===== src/rtl/button_event_queue.sv =====
// Turns debounced button levels into a FIFO of press/release events.
// Define BUTTON_EVENT_REPEAT_EN to build auto-repeat of the most recently pressed button.
module button_event_queue #(
  parameter int COUNT      = 8,
  parameter int IDX_BITS   = 3,
  parameter int DEPTH_LOG2 = 3,
  parameter int DELAY_BITS = 22,
  parameter int RATE_BITS  = 20
) (
  input  logic                  clk,
  input  logic                  reset,
  input  logic [COUNT-1:0]      in,
  output logic                  ev_valid,
  input  logic                  ev_ready,
  output logic                  ev_press,
  output logic                  ev_repeat,
  output logic [IDX_BITS-1:0]   ev_index,
  output logic [DEPTH_LOG2:0]   fifo_count
);

  localparam int DEPTH = 1 << DEPTH_LOG2;
  localparam int CW    = DEPTH_LOG2 + 1;

  typedef struct packed {
    logic                press;
    logic [IDX_BITS-1:0] idx;
  } ev_t;

  generate
    if (COUNT > (1 << IDX_BITS) || COUNT < 1 || DELAY_BITS < 1 || RATE_BITS < 1) begin : g_bad_params
      $error("button_event_queue: illegal parameter combination");
    end
  endgenerate

  logic [COUNT-1:0]      reported_q, reported_d;
  logic [COUNT-1:0]      diff, chg_mask;
  logic                  chg_any, chg_press, chg_push;
  logic [IDX_BITS-1:0]   chg_idx;
  logic                  full, pop, push, rpt_push;
  logic [IDX_BITS-1:0]   rpt_tgt;
  ev_t                   push_ev;
  ev_t [DEPTH-1:0]       mem_q, mem_d;
  logic [DEPTH_LOG2-1:0] wr_ptr_q, wr_ptr_d, rd_ptr_q, rd_ptr_d;
  logic [CW-1:0]         count_q, count_d;

  // Lowest-index changed button wins; the rest wait for later cycles.
  always_comb begin
    diff      = in ^ reported_q;
    chg_any   = |diff;
    chg_mask  = '0;
    chg_idx   = '0;
    chg_press = 1'b0;
    for (int i = COUNT - 1; i >= 0; i--) begin
      if (diff[i]) begin
        chg_mask    = '0;
        chg_mask[i] = 1'b1;
        chg_idx     = IDX_BITS'(i);
        chg_press   = in[i];
      end
    end
  end

  assign ev_valid   = (count_q != '0);
  assign fifo_count = count_q;
  assign full       = (count_q == CW'(DEPTH));
  assign pop        = ev_valid && ev_ready;
  assign chg_push   = chg_any && !full;
  assign push       = chg_push || rpt_push;

  // While full, reported holds, so pending changes coalesce into the final level.
  always_comb begin
    reported_d = reported_q;
    if (chg_push) reported_d = (reported_q & ~chg_mask) | (in & chg_mask);
  end

  always_comb begin
    push_ev = '0;
    if (chg_push) begin
      push_ev.press = chg_press;
      push_ev.idx   = chg_idx;
    end else begin
      push_ev.press = 1'b1;
      push_ev.idx   = rpt_tgt;
    end
  end

  always_comb begin
    mem_d    = mem_q;
    wr_ptr_d = wr_ptr_q;
    rd_ptr_d = rd_ptr_q;
    count_d  = count_q;
    if (push) begin
      mem_d[wr_ptr_q] = push_ev;
      wr_ptr_d        = wr_ptr_q + 1'b1;
    end
    if (pop) rd_ptr_d = rd_ptr_q + 1'b1;
    if (push && !pop)      count_d = count_q + 1'b1;
    else if (!push && pop) count_d = count_q - 1'b1;
  end

  always_ff @(posedge clk or posedge reset) begin
    if (reset) begin
      reported_q <= '0;
      mem_q      <= '0;
      wr_ptr_q   <= '0;
      rd_ptr_q   <= '0;
      count_q    <= '0;
    end else begin
      reported_q <= reported_d;
      mem_q      <= mem_d;
      wr_ptr_q   <= wr_ptr_d;
      rd_ptr_q   <= rd_ptr_d;
      count_q    <= count_d;
    end
  end

  assign ev_press = mem_q[rd_ptr_q].press;
  assign ev_index = mem_q[rd_ptr_q].idx;

`ifdef BUTTON_EVENT_REPEAT_EN
  localparam int TW = (DELAY_BITS > RATE_BITS) ? DELAY_BITS : RATE_BITS;

  typedef enum logic [1:0] {RPT_IDLE, RPT_DELAY, RPT_RATE, RPT_DUE} rpt_state_e;

  rpt_state_e          state_q, state_d;
  logic [TW-1:0]       timer_q, timer_d, timer_inc;
  logic [IDX_BITS-1:0] rpt_idx_q, rpt_idx_d;
  logic                rpt_held;
  logic [DEPTH-1:0]    rbit_q, rbit_d;

  assign rpt_held  = reported_q[rpt_idx_q];
  assign timer_inc = timer_q + 1'b1;
  assign rpt_tgt   = rpt_idx_q;

  always_ff @(posedge clk or posedge reset) begin
    if (reset) begin
      state_q   <= RPT_IDLE;
      timer_q   <= '0;
      rpt_idx_q <= '0;
    end else begin
      state_q   <= state_d;
      timer_q   <= timer_d;
      rpt_idx_q <= rpt_idx_d;
    end
  end

  // Timer lands on all-ones as DUE is entered, so the DUE cycle completes the period.
  always_comb begin
    state_d   = state_q;
    timer_d   = timer_q;
    rpt_idx_d = rpt_idx_q;
    if (chg_push && chg_press) begin
      rpt_idx_d = chg_idx;
      timer_d   = '0;
      state_d   = RPT_DELAY;
    end else if (!rpt_held) begin
      timer_d = '0;
      state_d = RPT_IDLE;
    end else begin
      case (state_q)
        RPT_DELAY: begin
          timer_d = timer_inc;
          if (&timer_inc[DELAY_BITS-1:0]) state_d = RPT_DUE;
        end
        RPT_RATE: begin
          timer_d = timer_inc;
          if (&timer_inc[RATE_BITS-1:0]) state_d = RPT_DUE;
        end
        RPT_DUE: begin
          if (rpt_push) begin
            timer_d = '0;
            state_d = RPT_RATE;
          end
        end
        default: ;
      endcase
    end
  end

  always_comb begin
    rpt_push = (state_q == RPT_DUE) && !chg_any && !full && rpt_held;
  end

  always_comb begin
    rbit_d = rbit_q;
    if (push) rbit_d[wr_ptr_q] = !chg_push;
  end

  always_ff @(posedge clk or posedge reset) begin
    if (reset) rbit_q <= '0;
    else       rbit_q <= rbit_d;
  end

  assign ev_repeat = rbit_q[rd_ptr_q];
`else
  assign rpt_push  = 1'b0;
  assign rpt_tgt   = '0;
  assign ev_repeat = 1'b0;
`endif

endmodule


===== config.mk =====
export PLATFORM = sky130hd
export DESIGN_NAME = button_event_queue
export DESIGN_NICKNAME = d
export VERILOG_FILES = /design/src/rtl/button_event_queue.sv
export SDC_FILE = /design/constraint.sdc
export NUM_CORES = 1
export LEC_CHECK = 0
export CORE_ASPECT_RATIO = 1.5
export CORE_MARGIN = 3
export CORE_UTILIZATION = 25
export CTS_CLUSTER_SIZE = 40
export DETAILED_ROUTE_END_ITERATION = 8
export HOLD_SLACK_MARGIN = 0.02
export PLACE_DENSITY = 0.5
export SYNTH_ARGS = -nofsm -noshare
export SYNTH_HDL_FRONTEND = slang
export SYNTH_SLANG_ARGS = --single-unit

===== constraint.sdc =====
create_clock -name clk -period 4.35 [get_ports clk]
set_input_delay 0.435 -clock clk [delete_from_list [all_inputs] [get_ports clk]]
set_output_delay 0.435 -clock clk [all_outputs]
set_load 0.05 [all_outputs]

## Word-level counts from Yosys, hierarchy flattened

Index checks and enable logic that the tools add are counted.

- Bits in registers: 50
- Logic and storage cells: 76
- Input port bits: 11
- Output and inout port bits: 10

- Mux-type cells: 32
- Bitwise operators: 5
- $lt $le $gt $ge: 3
- Equality and inequality tests: 1
- Reduce and logical (&&, ||, !) cells: 11
- Add/sub/neg operators: 4

Operators with widths:

| kind | count |
|---|---|
| 2-to-1 mux 8 bit | 8 |
| bitwise mux 32 bit | 1 |
| 2-to-1 mux 3 bit | 8 |
| 2-to-1 mux 4 bit | 5 |
| bitwise AND 8 bit | 2 |
| binary-select mux 4 bit (select 3 bit) | 1 |
| demux 4 bit (select 3 bit) | 1 |
| less-than comparator 3 x 4 -> 1 bit, second input constant | 2 |
| 2-to-1 mux 1 bit | 8 |
| inverter 8 bit | 1 |
| OR 8 bit | 1 |
| OR reduction 8 bit | 1 |
| bitwise XOR 8 bit | 1 |
| adder 3 x 1 -> 3 bit, second input constant | 2 |
| logical AND 1 bit | 5 |
| adder 4 x 1 -> 4 bit, second input constant | 1 |
| == test 4 bit, second input constant | 1 |
| nonzero test 4 bit | 1 |
| subtractor 4 x 1 -> 4 bit, second input constant | 1 |
| >= comparator 3 x 1 -> 1 bit, second input constant | 1 |
| logical NOT 1 bit | 3 |
| nonzero test 2 bit | 1 |

## Depth between registers and ports, before layout

- Depth after elaboration: 12
- Mapped depth: 14
- Depth with buffers taken out: 12

## Least setup slack after synthesis

OpenSTA, ideal clock, no wires.

- Path kind: flip-flop to flip-flop
- From: register count_q[1] (netlist: fifo_count[1])
- To: register count_q[3] (netlist: fifo_count[3])
- Library setup time: 142 ps
- Data arrival time: 2,940 ps
- Stages on the path, launching flop included: 13
- Path slack: 1,268 ps
- Period minus slack after synthesis: 3,082 ps
- Path buffers: 2
- Data required time: 4,208 ps
- Cell sequence: dfrtp_1 or4b_4 buf_6 o21ai_0 buf_4 inv_1 ha_1 inv_1 ha_1 a21o_2 a21oi_1 mux2i_1 xnor2_1

- Word-level cells in the longest chain between the ends: 6

Ends and longest elaborated chain:

| item | RTL line | text |
|---|---|---|
| start: declaration | 44 | `logic [CW-1:0] count_q, count_d;` |
| start signal: assignment | 113 | `count_q <= count_d;` |
| == test 4 bit (*) | 65 | `assign full = (count_q == CW'(DEPTH));` |
| logical NOT 1 bit (*) | 67 | `assign chg_push = chg_any && !full;` |
| logical AND 1 bit (*) | 67 |  |
| named net chg_push | 37 | `logic chg_any, chg_press, chg_push;` |
| logical NOT 1 bit | 98 | `else if (!push && pop) count_d = count_q - 1'b1;` |
| logical AND 1 bit | 98 |  |
| nonzero test 2 bit (no line) | - |  |

The timed path passes the listed nets; every way through them passes the cells marked *. The select of a mux whose other input is x is not followed.
A chain may end at the register's enable or synchronous reset.

## Worst setup path in the final report

- From: input port in[0]
- To: register count_q[3] (netlist: fifo_count[3])

- Word-level cells in the longest chain between the ends: 6

Ends and longest elaborated chain:

| item | RTL line | text |
|---|---|---|
| start: declaration | 12 | `input logic [COUNT-1:0] in,` |
| bitwise XOR 8 bit (*) | 48 | `diff = in ^ reported_q;` |
| OR reduction 8 bit (*) | 49 | `chg_any = \|diff;` |
| logical AND 1 bit (*) | 67 |  |
| named net chg_push | 37 |  |
| logical NOT 1 bit | 98 |  |
| logical AND 1 bit | 98 |  |
| nonzero test 2 bit (no line) | - |  |

The timed path passes the listed nets; every way through them passes the cells marked *.

==> results.ini <==
[yosys]
yosys.area.top_type_share_pct = 41.9
synth_ff_type = dfrtp_1
synth_fp_nets = 273
synth.area.top_cells = dfrtp_1 42%, mux2_2 8.3%, mux4_2 6.0%, o32ai_1 4.7%, xnor2_1 3.5%
synth_edf_count = 0
synth.largest_area_cell = dfrtp_1
yosysSeqAreaShare_pct = 41.9
yosys_warnings = 0
syn_area_um2 = 2980
syn_inst = 253
synth_cell_types = 48
syn_area_per_cell_um2 = 11.8
ys_seq_elements = 50
synthArstFlopShare_pct = 100

[critical_path]
cp_max_fo = 11
worst_ep_arrival_time_ns = 3.39
crit_start = in[0]
crit_type = primary input to register
setup.worst_path.end = fifo_count[3]
r2r_start = reported_q[0]
reg2reg_depth = 13
startpoint_type = primary input
end_kind = register
r2r-end = fifo_count[3]
cp_data_required_time_ns = 4.56
rrSetupSlack_ns = 1.40

[grt]
grt_pass1_wl_mm = 10.9
track_usage_pct = 10.7
grt_max_degree = 51
antenna_found_initial = 0
grt_pass1_vias = 2087
overflow = 0

[timing]
fmax_ghz = 0.315
rsz0062_at_grt = false
drv_slew = 0
worst_slack_ns = 1.17
worstMarginPinSlew_ns = 1.05
hold_violations = 0
slew_headroom_pct = 30.0
finalCriticalPeriod_ns = 3.18
fin_worst_skew_ns = 0.00424
fin_setup_tns_ns = 0
fin_crit_sh_pct = 73.1
setup_violations = 0

[cts]
clock_tree.buffer_depth = 2
cts.sinks = 50
cts_hold_buf = 0
htree_levels = 2
cts_resized = 0
insertion_delay_ns = 0.29
cts_setup_buffers = 0
cts_made_buffers = 5
cts_root_buf = clkbuf_16
cts_tree = yes
path_clk_slew_ns = 0.06

[finish]
nets = 290
finalNonFillerCells = 420
antenna_cells = 0
drive_gt1_share_pct = 23.0
area_delta_synth_final_pct = 15.6

[routing]
vias = 1956
ant_nets = 0
viasPerCell = 4.66
drt_iter0_drc = 111
firstDrtPassIters = 4
wl_mm = 6.51
drcViolationCount = 0
wl_per_cell_um = 15.5

[floorplanning]
die_h_um = 140
ioPinCount = 21
dieWidth_um = 95.2
row_count = 48
die_area_um2 = 13300
initial_core_util_pct = 25.7
core_area_um2 = 11600

[placement]
port_buffers = 19
routabilityCongestion = 0.832
pre_cts_slack_ns = 0.898
post-dp-hpwl_mm = 4.75
dp_cells = 413

[power]
power_density_nw_per_um2 = 787
max-vdd-ir-drop_mv = 0.279
power_leakage_nw = 1.39
power_mw = 2.71

[hold_path]
hold_path.class = register to register
hp-start = mem_q[30]
hold_path_depth = 1

[job]
maxCapViolCount = 0

[outcome]
run_status = complete, no violations

-- cells in the final DEF, fill, tap and decap left out, types with 3 or more instances in the layout --
| cell type | instances |
|---|---|
| o21a_1 | 5 |
| o32ai_1 | 16 |
| nor2b_1 | 5 |
| mux2_4 | 6 |
| nand3_1 | 6 |
| a21oi_1 | 3 |
| nand4_1 | 4 |
| nor3b_1 | 3 |
| and3_4 | 3 |
| buf_4 | 3 |
| clkdlybuf4s50_1 | 19 |
| xor2_1 | 3 |
| o211ai_1 | 11 |
| o21ai_0 | 4 |
| mux2_2 | 22 |
| inv_1 | 24 |
| clkbuf_16 | 5 |
| mux4_2 | 8 |
| nand2_1 | 9 |
| o21a_4 | 3 |
| xnor2_1 | 12 |
| ha_1 | 8 |
| dfrtp_1 | 50 |
| nor2_1 | 8 |
-- worst min path at each step --
stage	to
2_1_floorplan	mem_q[30]
3_3_place_gp	mem_q[30]
3_5_place_dp	mem_q[30]
4_1_cts	mem_q[30]
5_1_grt	mem_q[30]
6_report	mem_q[30]
-- cell type report --
type | instances | area (um^2)
Clock buffer | 5 | 125
Clock inverter | 2 | 10.0
Fill cell | 1183 | 8140
Inverter | 25 | 93.8
Multi-Input combinational cell | 166 | 1570
Sequential cell | 50 | 1250
Tap cell | 150 | 188
Timing Repair Buffer | 22 | 213
-- cell families after synthesis --
logic type,count (synthesis),share of synthesized area [%]
AOI/OAI and AO/OA,49,13.3
xor gates and xnor gates,16,4.95
adders and majority gates,10,4.36
buffers and inverters,37,5.54
DFF,50,41.9
muxes,39,18.4
other,1,0.126
and+or+nand+nor,51,11.4
-- critical path: stages --
cell	delay, ns
clkdlybuf4s50_1	0.44
ha_1	0.51
nand4_1	0.12
buf_4	0.20
o21ai_0	0.23
inv_1	0.07
ha_1	0.21
inv_1	0.13
ha_1	0.25
a21o_2	0.21
a21oi_1	0.19
mux2i_1	0.25
xnor2_1	0.14
-- routing by layer --
metal	GRT usage, %	wire length (um)	up-vias
met1	13.4	2860	963
met3	1.78	180	6
met5	0	0	-
li1	-	-	961
met4	4.26	72	0
met2	17.9	3390	26
-- per-stage QoR --
stage / util, % / instance area [um^2] / hold slack (ns)
after floorplan: - / 2980 / 0.453
after global placement: 28.6 / 3310 / 0.463
after detailed placement: 28.6 / 3310 / 0.483
after CTS: 29.7 / 3450 / 0.497
after global routing: 29.7 / 3450 / 0.509
final: 29.7 / 3450 / 0.497
-- Yosys cell counts (all sizes together), types with 3 or more instances --
cell / count
nor3b: 4
o32ai: 16
xnor2: 13
nor2b: 5
nand4: 4
mux2: 29
nor2: 8
ha: 8
o21ai: 4
a21oi: 3
mux4: 8
clkbuf: 3
nand2: 9
o21a: 8
nand3: 7
inv: 25
dfrtp: 50
and3: 3
o211ai: 11
xor2: 3
buf: 9
-- where the power goes --
part	internal, mW	leakage, nW	switching (mW)
clock network	0.208	0.0694	0.163
logic	0.673	0.689	0.771
registers	0.672	0.630	0.227
Power figures use the tool's default switching activity.
